==> src/rtl/serial_adder.sv <==
// serial_adder: digit-serial adder/subtractor, DIGIT bits per clock, N = WIDTH/DIGIT cycles per op.
// Ports: clk, rst (sync, active-high); start, sub, in1, in2, cin in; sum, carry, busy, done out.
// Optional macro SERIAL_ADDER_OVF_EN adds the registered signed-overflow output ovf.
// WIDTH must be >= 2 and an integer multiple of DIGIT.
module serial_adder #(
   parameter int WIDTH = 8,
   parameter int DIGIT = 1
) (
   input  logic             clk,
   input  logic             rst,
   input  logic             start,
   input  logic             sub,
   input  logic [WIDTH-1:0] in1,
   input  logic [WIDTH-1:0] in2,
   input  logic             cin,
   output logic [WIDTH-1:0] sum,
   output logic             carry,
   output logic             busy,
   output logic             done
`ifdef SERIAL_ADDER_OVF_EN
  ,output logic             ovf
`endif
);

   localparam int N  = WIDTH / DIGIT;
   localparam int CW = (N > 1) ? $clog2(N) : 1;

   typedef enum logic {IDLE, RUN} state_t;

   state_t           state_q;
   logic [WIDTH-1:0] a_q;
   logic [WIDTH-1:0] b_q;
   logic [WIDTH-1:0] res_q;
   logic [WIDTH-1:0] sum_q;
   logic             c_q;
   logic             carry_q;
   logic             done_q;
   logic [CW-1:0]    cnt_q;

   logic [DIGIT-1:0] a_sl;
   logic [DIGIT-1:0] b_sl;
   logic [DIGIT:0]   sl_d;
   logic [WIDTH-1:0] res_d;
   logic             last_d;
   int unsigned      idx;

   // One slice per cycle, selected by the digit counter; the partial
   // result is written slice-by-slice into res so no shifters are needed.
   always_comb begin
      idx    = int'(cnt_q) * DIGIT;
      a_sl   = a_q[idx +: DIGIT];
      b_sl   = b_q[idx +: DIGIT];
      sl_d   = {1'b0, a_sl} + {1'b0, b_sl} + {{DIGIT{1'b0}}, c_q};
      res_d  = res_q;
      res_d[idx +: DIGIT] = sl_d[DIGIT-1:0];
      last_d = (cnt_q == CW'(N - 1));
   end

`ifdef SERIAL_ADDER_OVF_EN
   logic ovf_q;
   logic msb_cin;

   // Carry into the MSB recovered from the MSB sum bit: s = a ^ b ^ c.
   assign msb_cin = a_q[WIDTH-1] ^ b_q[WIDTH-1] ^ res_d[WIDTH-1];

   always_ff @(posedge clk) begin
      if (rst) begin
         ovf_q <= 1'b0;
      end else if (state_q == RUN && last_d) begin
         ovf_q <= msb_cin ^ sl_d[DIGIT];
      end
   end

   assign ovf = ovf_q;
`endif

   always_ff @(posedge clk) begin
      if (rst) begin
         state_q <= IDLE;
         a_q     <= '0;
         b_q     <= '0;
         res_q   <= '0;
         sum_q   <= '0;
         c_q     <= 1'b0;
         carry_q <= 1'b0;
         done_q  <= 1'b0;
         cnt_q   <= '0;
      end else begin
         done_q <= 1'b0;
         unique case (state_q)
            IDLE: begin
               if (start) begin
                  // Subtraction as in1 + ~in2 + 1.
                  a_q     <= in1;
                  b_q     <= sub ? ~in2 : in2;
                  c_q     <= sub ? 1'b1 : cin;
                  res_q   <= '0;
                  cnt_q   <= '0;
                  state_q <= RUN;
               end
            end
            RUN: begin
               res_q <= res_d;
               c_q   <= sl_d[DIGIT];
               cnt_q <= cnt_q + 1'b1;
               if (last_d) begin
                  sum_q   <= res_d;
                  carry_q <= sl_d[DIGIT];
                  done_q  <= 1'b1;
                  state_q <= IDLE;
               end
            end
            default: state_q <= IDLE;
         endcase
      end
   end

   assign sum   = sum_q;
   assign carry = carry_q;
   assign done  = done_q;
   assign busy  = (state_q == RUN);

endmodule

==> config.mk <==
export PLATFORM = sky130hd
export DESIGN_NAME = serial_adder
export DESIGN_NICKNAME = d
export VERILOG_FILES = /design/src/rtl/serial_adder.sv
export SDC_FILE = /design/constraint.sdc
export NUM_CORES = 1
export LEC_CHECK = 0
export CORE_MARGIN = 3
export CORE_UTILIZATION = 33
export DETAILED_ROUTE_END_ITERATION = 10
export PLACE_DENSITY = 0.55
export SLEW_MARGIN = 20
export SYNTH_ARGS = -nofsm -noshare
export SYNTH_HDL_FRONTEND = slang
export SYNTH_SLANG_ARGS = --single-unit
==> constraint.sdc <==
create_clock -name clk -period 3.5 [get_ports clk]
set_input_delay 1.05 -clock clk [delete_from_list [all_inputs] [get_ports clk]]
set_output_delay 1.05 -clock clk [all_outputs]
set_load 0.01 [all_outputs]
==> metrics.md <==
| Metric | Value |
|---|---|
| Final hold vios | 0 |
| Area after DPL | 2280 um2 |
| PD cells | 416 nW/um2 |
| Final Instance Count excl. Fillers | 315 |
| Post-CTS Setup Inserts | 0 |
| # diodes | 0 |
| Number of synthesized flops with an enable pin | 0 |
| Final wirelength | approximately 4000 um |
| F_max | about 380 MHz |
| Hpwl dp | about 2900 um |
| Wirelength per Cell | about 13 um |
| Relative slew slack | 0.610 |
| Data required, critical path | around 3.7 ns |
| Hold_ws | 0.457 ns |
| H-Tree Depth | 2 |
| Setup violators final | 0 |
| Layout Skew | 0.00999 ns |
| Core Footprint | ~5600 um2 |
| Post-Route Setup TNS | 0 ns |
| Sink of the worst hold path | a_q[4]$_SDFFE_PP0P_ |
| Inst Count DP | 307 |
| CTS tree | done |
| Number of global-route vias before repair | between 1,000 and 1,500 |
| Ys async rst share | 0 |
| Largest net degree at the start of global routing | 25 |
| Ys Warns | 0 |
| Drt first-iter violations | 87 |
| Ys flop type | dfxtp_1 |
| Area grow syn2layout | 25.2% |
| Clock latency on the worst-skew pair | roughly 0.3 ns |
| CP Max Fanout | 8 |
| Setup WS pre-CTS | 0.698 ns |
| R2r endpoint | res_q[0]$_SDFFE_PP0P_ |
| Vias | 1,585 |
| Layout Nets | 268 |
| Max-slew violations | 0 |
| Psw | between 200 and 300 uW |
| Setup slack, reg-to-reg | 0.85 ns |
| Seq cells post-synth | 39 |
| Mapped Area | 1910 um2 |
| Full die area | 6750 um2 |
| Worst Setup Start Kind | flop |
| Setup crit end kind | flop |
| P_int | 745 uW |
| Die Span Y | 82.1 um |
| Total track usage | 0.138 |
| Resize count post-CTS | 0 |
| Combinational share of power | 0.148 |
| Status | finished clean |
| Clock root buffer master | clkbuf_8 |
| Setup ws final | 0.852 ns |
| Clk network pwr share | 0.380 |
| WHS Path Cells | 2 |
| Mean Syn Cell Area | 8.90 um2 |
| Post-synth top area share | 0.408 |
| Final instance area | 2390 um2 |
| Clk buf depth | 2 |
| Routability cong. | slightly below 0.8 |
| Period utilisation layout | 0.756 |
| Hold Crit Start | a_q[4]$_SDFFE_PP0P_ |
| Data arrival, critical path | 2.88 ns |
| HP Class | flop to flop |
| Minimum clock period | 2.65 ns |
| Synth Net Count | 241 |
| DRC | 0 |
| Synth area leader | dfxtp_1 |
| # IOs | 32 |
| Initial antenna violation count | 0 |
| Crit Path Class | flop to flop |
| Syn Inst Count | 215 |
| Clock Sinks | 39 |
| Reg2Reg Depth | 7 |
| First-pass GRT wire length | 6980 um |
| Vias per cell | 5.03 |
| # Max-Cap Violations | 0 |
| Maximum VDD drop | between 0.15 and 0.2 mV |
| Static leakage | 0.000841 uW |
| Grt ovf | 0 |
| Switching Fraction | 0.252 |
| PortBufs | 31 |
| Synth area leaders | dfxtp_1 41%, nand2_1 7.1%, mux4_2 4.7%, mux2i_1 4.2%, xnor2_1 3.7% |
| Hold buffers post-CTS | 0 |
| Fraction of layout instances using a drive strength above 1 | 0.0988 |
| RSZ-0062 raised after global routing | false |
| Effective utilization at floorplan | 0.343 |
| Sequential share of the synthesized area | 0.408 |
| DIE WIDTH | 82.1 um |
| Clock-pin slew on the worst setup and hold paths | ~0.080 ns |
| Reg2reg start | cnt_q[0]$_SDFFE_PP0P_ |
| Cts bufs inserted | 5 |
| Synth cell types | 38 |
| Drt first pass iters | 4 |
| Sequential Power Share | 0.472 |
| Antenna Violating Nets Remaining | 0 |
| Worst slew pin tran | 0.577 ns |
| # fillers | 556 |
| Floorplan row count | 27 |
## sequential cells by signal, indices dropped and copies added, names as in the netlist
register and cells:
sum 8, cnt_q 3, done 1, res_q 8, carry 1, busy 1
a_q 8, b_q 8, c_q 1
## worst max path at each step
stage	from	end	slack, ns
5_1_grt	cnt_q[0]$_SDFFE_PP0P_	res_q[0]$_SDFFE_PP0P_	0.57
3_5_place_dp	rst	sum[0]$_SDFFE_PP0P_	0.70
4_1_cts	cnt_q[0]$_SDFFE_PP0P_	res_q[0]$_SDFFE_PP0P_	0.78
3_3_place_gp	rst	sum[0]$_SDFFE_PP0P_	0.76
2_1_floorplan	cnt_q[0]$_SDFFE_PP0P_	sum[0]$_SDFFE_PP0P_	0.85
6_report	cnt_q[0]$_SDFFE_PP0P_	res_q[0]$_SDFFE_PP0P_	0.85
## cell usage after synthesis (all sizes together), types with 2 or more instances
cell and count:
mux2i 8, nand4 2, and4bb 2, dfxtp 39
o32ai 4, inv 6, nor2b 3, a21oi 13
o21ai 4, nor3b 2, or3 2, nand3 5
o211ai 3, o311ai 5, nand2 36, or4b 2
a211oi 8, xnor2 8, a32o 3, or2 3
clkbuf 11, mux4 4, nor2 17, buf 6
ha 4, nand2b 5, nor3 3
## cell families after synthesis
family,after synthesis,share of synthesized area
AOI/OAI and AO/OA,43,0.157
muxes,12,0.0890
and+or+nand+nor,85,0.221
xor gates and xnor gates,8,0.0366
DFF,39,0.408
adders and majority gates,5,0.0366
buffers and inverters,23,0.0517
## cell usage in the layout, fill, tap and decap left out, drive strengths merged, types with 6 or more instances in the layout
| cell | instances |
|---|---|
| inv | 6 |
| dfxtp | 39 |
| nand2 | 36 |
| xnor2 | 8 |
| clkdlybuf4s50 | 31 |
| buf | 6 |
| mux2i | 8 |
| nor2 | 17 |
| a211oi | 8 |
| a21oi | 13 |
## power groups by stage
stage          clock (uW)  combinational [uW]  sequential (uW)
2_1_floorplan           0                 103              478
3_3_place_gp            0                 148              481
3_5_place_dp            0                 149              481
4_1_cts               389                 149              471
5_1_grt               412                 166              473
6_report              378                 147              470
## layer usage
metal,up-vias,GRT usage,part of all wire
li1,819,-,-
met1,721,0.178,0.48
met2,38,0.212,0.44
met3,7,0.0510,0.061
met4,0,0.0449,0.016
met5,-,0,0
## cell type report
| type | instances | area [um2] | share of cell area |
|---|---|---|---|
| sequential | 39 | 781 | 0.326 |
| inverter | 6 | 22.5 | 0.00940 |
| tap | 72 | 90.1 | 0.0376 |
| multi-input combinational | 153 | 1030 | 0.432 |
| timing repair buffer | 37 | 355 | 0.148 |
| clock inverter | 3 | 43.8 | 0.0183 |
| clock buffer | 5 | 68.8 | 0.0287 |
## worst max-delay path, stage by stage, from the launching register on
cell and delay [ns]:
dfxtp_1 0.52, mux4_2 0.55, nand2_1 0.08, nand2_1 0.07, fa_1 0.70, nand2_1 0.15, or3_1 0.36, a31oi_1 0.17
## stage by stage
stage,total power [uW],utilization
6_report,996,0.430
5_1_grt,1050,0.430
4_1_cts,1010,0.430
3_5_place_dp,630,0.409
3_3_place_gp,629,0.409
2_1_floorplan,580,-
(Power assumes the default switching activity.)
